--- src/rtl/iob_timer_dn.sv ---
// iob_timer_dn: loadable prescaled down-counter with expire pulse and sticky pending/overrun flags
module iob_timer_dn #(
    parameter int DATA_W  = 32,
    parameter int PRESC_W = 8
) (
    input  logic               clk_i,
    input  logic               rst_n_i,
    input  logic               ce_i,
    input  logic               start_i,
    input  logic               stop_i,
    input  logic               periodic_i,
    input  logic [DATA_W-1:0]  ld_val_i,
    input  logic [PRESC_W-1:0] presc_i,
    input  logic               ack_i,
    output logic [DATA_W-1:0]  data_o,
    output logic               busy_o,
    output logic               expire_o,
    output logic               pend_o,
    output logic               ovr_o
);
    typedef enum logic {IDLE, RUN} state_t;
    state_t state_q, state_d;
    logic [DATA_W-1:0] cnt_q, cnt_d, reload_q, reload_d;
    logic [PRESC_W-1:0] presc_q, presc_d, pcnt_q, pcnt_d;
    logic mode_q, mode_d, expire_q, expire_d, pend_q, pend_d, ovr_q, ovr_d;
    logic tick, term;
    always_comb begin
        tick = (state_q == RUN) && (pcnt_q == presc_q);
        term = tick && (cnt_q == '0) && !start_i && !stop_i;
        state_d = state_q;
        cnt_d = cnt_q;
        reload_d = reload_q;
        presc_d = presc_q;
        pcnt_d = pcnt_q;
        mode_d = mode_q;
        expire_d = term;
        // an ack coinciding with a terminal tick only retires earlier events
        pend_d = term | (pend_q & ~ack_i);
        ovr_d = ~ack_i & (ovr_q | (term & pend_q));
        if (start_i) begin
            state_d = RUN;
            cnt_d = ld_val_i;
            reload_d = ld_val_i;
            presc_d = presc_i;
            mode_d = periodic_i;
            pcnt_d = '0;
        end else if (stop_i) begin
            state_d = IDLE;
        end else if (state_q == RUN) begin
            pcnt_d = tick ? '0 : pcnt_q + PRESC_W'(1);
            if (tick) begin
                if (cnt_q != '0) cnt_d = cnt_q - DATA_W'(1);
                else if (mode_q) cnt_d = reload_q;
                else state_d = IDLE;
            end
        end
    end
    always_ff @(posedge clk_i) begin
        if (!rst_n_i) begin
            state_q <= IDLE;
            cnt_q <= '0;
            reload_q <= '0;
            presc_q <= '0;
            pcnt_q <= '0;
            mode_q <= 1'b0;
            expire_q <= 1'b0;
            pend_q <= 1'b0;
            ovr_q <= 1'b0;
        end else if (ce_i) begin
            state_q <= state_d;
            cnt_q <= cnt_d;
            reload_q <= reload_d;
            presc_q <= presc_d;
            pcnt_q <= pcnt_d;
            mode_q <= mode_d;
            expire_q <= expire_d;
            pend_q <= pend_d;
            ovr_q <= ovr_d;
        end else begin
            expire_q <= 1'b0;
        end
    end
    assign data_o = cnt_q;
    assign busy_o = (state_q == RUN);
    assign expire_o = expire_q;
    assign pend_o = pend_q;
    assign ovr_o = ovr_q;
endmodule

--- config.mk ---
export PLATFORM = sky130hd
export DESIGN_NAME = iob_timer_dn
export DESIGN_NICKNAME = d
export VERILOG_FILES = /design/src/rtl/iob_timer_dn.sv
export SDC_FILE = /design/constraint.sdc
export NUM_CORES = 1
export LEC_CHECK = 0
export CAP_MARGIN = 30
export CELL_PAD_IN_SITES_DETAIL_PLACEMENT = 1
export CELL_PAD_IN_SITES_GLOBAL_PLACEMENT = 1
export CORE_UTILIZATION = 39
export DETAILED_ROUTE_END_ITERATION = 8
export GPL_TIMING_DRIVEN = 1
export PLACE_DENSITY_LB_ADDON = 0.15
export SLEW_MARGIN = 15
export SYNTH_ARGS = -nofsm -noshare
export SYNTH_HDL_FRONTEND = slang
export SYNTH_SLANG_ARGS = --single-unit
--- constraint.sdc ---
create_clock -name clk_i -period 2.9 [get_ports clk_i]
set_input_delay 0.58 -clock clk_i [delete_from_list [all_inputs] [get_ports clk_i]]
set_output_delay 0.58 -clock clk_i [all_outputs]
set_load 0.03 [all_outputs]
== Word level (Yosys, flattened, before mapping) ==
Index checks and enable logic that the tools add are counted.

* Word-level logic and storage cells: 50
* Register bits: 85
* Memories: 0
* ROM bits: 0
* Latch bits: 0
* Input bits: 47
* Bits in writable memories: 0

* Order comparisons: 0
* Reduce and logical (&&, ||, !) cells: 15
* Multiplexer cells: 16
* Multipliers: 0
* Bitwise gates (word level): 6
* Add/subtract/negate cells: 2
* Divide/modulo/power cells: 0
* Shift-type cells: 0
* Equal/unequal tests: 2

{| class="wikitable"
|+ Operators with widths
! operator !! count
|-
| 32-bit two-way mux || 6
|-
| 32-bit zero test || 1
|-
| 8-bit two-way mux || 4
|-
| 32-bit nonzero test || 1
|-
| 32-bit by 1-bit subtractor with 32-bit output (second input constant) || 1
|-
| 8-bit by 1-bit adder with 8-bit output (second input constant) || 1
|-
| 8-bit == test || 1
|-
| 1-bit two-way mux || 6
|-
| 5-bit AND reduction || 1
|-
| 1-bit logical AND || 4
|-
| 2-bit AND reduction || 2
|-
| 2-bit nonzero test || 2
|-
| 1-bit bitwise AND || 3
|-
| 3-bit AND reduction || 1
|-
| 3-bit nonzero test || 1
|-
| 1-bit zero test || 2
|-
| 2-bit != test (second input constant) || 1
|-
| 1-bit bitwise OR || 2
|-
| 1-bit inverter || 1
|}

== Longest topological paths before layout ==
* Word-level depth: 8
* Gate-level depth with buffers: 11

== Worst setup path after synthesis ==
Ideal clock, no wire load.

* Path kind: register -> register
* Start point: register cnt_q[0] (netlist: data_o[0])
* End point: register cnt_q[29] (netlist: data_o[29])
* Clock period less this slack: 2419 ps
* Arrival: 2300 ps
* Slack: 481 ps
* Required time: 2781 ps
* Cell stages (with the launch flop): 10
* Cells stage by stage: dfxtp_1 > inv_1 > ha_1 > nor2b_1 > and3_1 > and3_1 > buf_4 > a221o_2 > buf_2 > o221a_2

* Cells in the longest elaborated chain, start to end: 6
* Elaborated cells on any way between the ends: 9

{| class="wikitable"
|+ Ends and longest elaborated chain
! what !! line !! source
|-
| start: declaration || 23 || <nowiki>logic [DATA_W-1:0] cnt_q, cnt_d, reload_q, reload_d;</nowiki>
|-
| start signal: assignment || 71 || <nowiki>cnt_q <= cnt_d;</nowiki>
|-
| 32-bit by 1-bit subtractor with 32-bit output or 32-bit nonzero test (tied branches) || 52 || <nowiki>if (cnt_q != '0) cnt_d = cnt_q - DATA_W'(1);</nowiki>
|-
| 32-bit two-way mux || 52 ||
|-
| 32-bit two-way mux || 51 || <nowiki>if (tick) begin</nowiki>
|-
| 32-bit two-way mux || 49 || <nowiki>end else if (state_q == RUN) begin</nowiki>
|-
| 32-bit two-way mux || 47 || <nowiki>end else if (stop_i) begin</nowiki>
|-
| 32-bit two-way mux || 40 || <nowiki>if (start_i) begin</nowiki>
|}

Parallel ways exist; a longest one is shown, timed or not. The select of a mux whose other input is x is not followed.
A chain may end at the register's enable or synchronous reset.

== Worst setup path in the final report ==
* Start point: register cnt_q[0] (netlist: data_o[0])
* End point: register cnt_q[30] (netlist: data_o[30])

Same word-level chain as after synthesis.

==> metrics.md <==
| Metric | Value |
|---|---|
| Met2 usage | 0.433 |
| Worst-Margin Slew | 0.648 ns |
| CTS tree | yes |
| GRT Resource Usage Total | 0.259 |
| Drt total wl | between 15 and 20 mm |
| Fin crit share | 0.903 |
| Fmax | ~0.38 GHz |
| Final Setup Violations | 0 |
| Placed cells | between 700 and 800 |
| CP max stage delay | roughly 0.46 ns |
| Setup Skew | around 0.0052 ns |
| Ys flop type | dfxtp_1 |
| Leakage power | around 2.3 nW |
| Critical path required time | approximately 3.1 ns |
| Via count | 4611 |
| RD Place Congestion | approximately 0.81 |
| Setup TNS | 0 ns |
| Via density | 5.76 |
| Final net count | between 700 and 800 |
| Pin count of the biggest net entering global routing | 39 |
| Final hold viol count | 0 |
| Total CTS buffers | 9 |
| Mapped Cells | roughly 580 |
| Startpoint types | flip-flop |
| CP Buf/Inv Count | 2 |
| Min-delay worst type | flip-flop to flip-flop |
| Core Footprint | ~0.011 sq mm |
| Port bufs | 82 |
| Fin crit period | between 2 and 3 ns |
| Post-route DRC | 0 |
| Worst Path Arrival | 2.86 ns |
| # diodes | 0 |
| EDFF count, synth | 0 |
| Async SR Flop Fraction | 0 |
| Setup ws final | between 0.2 and 0.3 ns |
| Yosys Warn Count | 0 |
| Die height | approximately 110 um |
| DRT antenna net count | 0 |
| Yosys reg bits | 85 |
| Max-Cap Viols | 0 |
| Clock Sinks | 85 |
| Busiest grt layer | met2 |
| Critical Path Slowest Stage Cell | nor4b_2 |
| Synthesis-to-layout area growth | 27.5% |
| Vias in the first global route | between 4000 and 5000 |
| Syn Nets | roughly 630 |
| Rows | 39 |
| CP max FO | 7 |
| CP endpoint kind | flip-flop |
| Synthesized area per cell | ~8 sq um |
| Initial antenna violation count | 0 |
| Family with the most delay on the worst path | simple AND/OR/NAND/NOR gates |
| Post-DP HPWL | ~11 mm |
| Htree depth | 3 |
| Post-Syn Area | between 0.004 and 0.005 sq mm |
| GRT overflow | 0 |
| Most frequent cells in the layout | 122 x nand2_1, 85 x dfxtp_1, 81 x clkdlybuf4s50_1, 80 x a21oi_1, 34 x nor2_1 |
| Cell Chain, Critical Path | inv_1, ha_1, nor4b_2, nand4_1, buf_4, or4_1, o22ai_1, o21ai_1, o211a_1 |
| Die area | approximately 0.012 sq mm |
| Met3 usage | 0.0467 |
| Reg clk slew, reported paths | roughly 0.06 ns |
| Non-Filler Instances | 800 |
| Setup Crit Path Kind | flip-flop to flip-flop |
| Global-route wire length before repair | 25.2 mm |
| VDD IR max | 0.000288 V |
| Cts-stage hold buffer count | 0 |
| Die Span X | approximately 110 um |
| Outcome | finished clean |
| Clk Latency, worst-skew pair | between 0.3 and 0.4 ns |
| Sequential fraction of the synthesis area | 0.371 |
| PD cells | 577 mW/mm^2 |
| Count of different cell masters after synthesis | 75 |
| GRT met1 Usage | 0.320 |
| Clock Tree Root | clkbuf_16 |
| 1st-iter DRT viols | 150 |
| WL/cell | ~19 um |
| Starting Density | 0.402 |
| Pre-CTS setup slack | 0.174 ns |
| Leading cell type in the layout, fill and taps excluded | nand2_1 |
| CTS max path bufs | 2 |
| Fin. max-slew vios | 0 |
| # IOs | 83 |
| Slew HR | 0.567 |
| Unrepaired setup endpoints after global routing | false |
| Layout cells sized above 1 | 0.102 |
| Fill cells | between 1000 and 1500 |
| Drt pass-1 iters | 4 |
==> registers in the layout, indices dropped and copies added (netlist names) <==
signal / cells
busy_o: 1
ovr_o: 1
expire_o: 1
pend_o: 1
reload_q: 32
presc_q: 8
mode_q: 1
data_o: 32
pcnt_q: 8
==> report_power, final <==
group	switching, mW	total [mW]	internal (mW)
clock network	0.469	1.15	0.676
logic	0.548	0.928	0.380
registers	0.0743	1.30	1.23
total	1.09	3.38	2.28
==> through the flow <==
step	instance area [sq um]	hold slack [ns]	utilization	power, mW
3_3_place_gp	5550	0.441	0.486	2.21
5_1_grt	5850	0.472	0.512	3.54
4_1_cts	5840	0.457	0.511	3.40
6_report	5850	0.455	0.512	3.38
3_5_place_dp	5550	0.448	0.486	2.24
2_1_floorplan	4590	0.432	-	1.91
==> worst paths after layout <==
kind	from	end	slack [ns]	cells past startpoint
max	data_o[0]$_SDFFE_PN0P_	data_o[30]$_SDFFE_PN0P_	0.28	9
max reg2reg	data_o[0]$_SDFFE_PN0P_	data_o[30]$_SDFFE_PN0P_	0.28	9
min	reload_q[1]$_SDFFE_PN0P_	reload_q[1]$_SDFFE_PN0P_	0.45	2
min reg2reg	reload_q[1]$_SDFFE_PN0P_	reload_q[1]$_SDFFE_PN0P_	0.45	2
==> logic make-up after synthesis <==
logic type | share of synthesized area
compound gates | 0.235
buf+inv | 0.0551
fa+ha+maj | 0.00818
mux | 0.00927
simple gates | 0.274
flops | 0.371
xor+xnor | 0.0477
==> tightest hold or removal path, delay by kind of cell, from the launching register on <==
kind | cells | cell delay, ns
flops | 1 | 0.31
simple gates | 1 | 0.05
compound gates | 1 | 0.05
==> cells in the mapped netlist (3+ instances only) <==
| master | n | share of area |
|---|---|---|
| clkbuf_1 | 26 | 0.021 |
| dfxtp_1 | 85 | 0.37 |
| buf_6 | 7 | 0.017 |
| nor3_1 | 15 | 0.016 |
| ha_1 | 3 | 0.0082 |
| xnor2_1 | 4 | 0.0076 |
| o211ai_1 | 3 | 0.0049 |
| nand2_1 | 122 | 0.10 |
| o21ai_0 | 24 | 0.026 |
| inv_1 | 7 | 0.0057 |
| buf_2 | 3 | 0.0033 |
| a211o_1 | 4 | 0.0076 |
| or3_1 | 7 | 0.0095 |
| o211a_1 | 6 | 0.013 |
| and2_1 | 5 | 0.0068 |
| a221oi_1 | 4 | 0.0076 |
| nor4_1 | 6 | 0.0082 |
| nand3_1 | 8 | 0.0087 |
| o22ai_1 | 5 | 0.0068 |
| a21oi_1 | 80 | 0.087 |
| buf_4 | 3 | 0.0049 |
| o31ai_1 | 3 | 0.0049 |
| nor2_1 | 34 | 0.028 |
| xor2_1 | 21 | 0.040 |
| nand4_1 | 8 | 0.011 |
| and3_1 | 9 | 0.012 |
| nor3b_1 | 4 | 0.0065 |
| a221oi_2 | 3 | 0.0098 |
| o221ai_1 | 4 | 0.0076 |
| nand2b_1 | 3 | 0.0041 |
==> metal layers <==
| metal | routed length (um) | share of wire |
|---|---|---|
| met1 | 6730 | 0.44 |
| met2 | 7480 | 0.49 |
| met3 | 673 | 0.044 |
| met4 | 360 | 0.024 |
| met5 | 0 | 0 |
==> what timing repair did <==
action / 4_1_cts / 5_1_grt
endpoints found under the setup margin: 0 / 3
resized for setup: 0 / 0
buffers inserted: 0 / 2
==> final cells by class <==
type | instances | area [sq um] | share of cell area
multi-input cells | 442 | 2650 | 0.452
inverters | 9 | 33.8 | 0.00577
well taps | 143 | 179 | 0.0306
clock buffers | 16 | 292 | 0.0498
flip-flops and latches | 85 | 1700 | 0.291
repair buffers | 105 | 1000 | 0.171
Note: power is estimated with default switching activity, not from simulation.
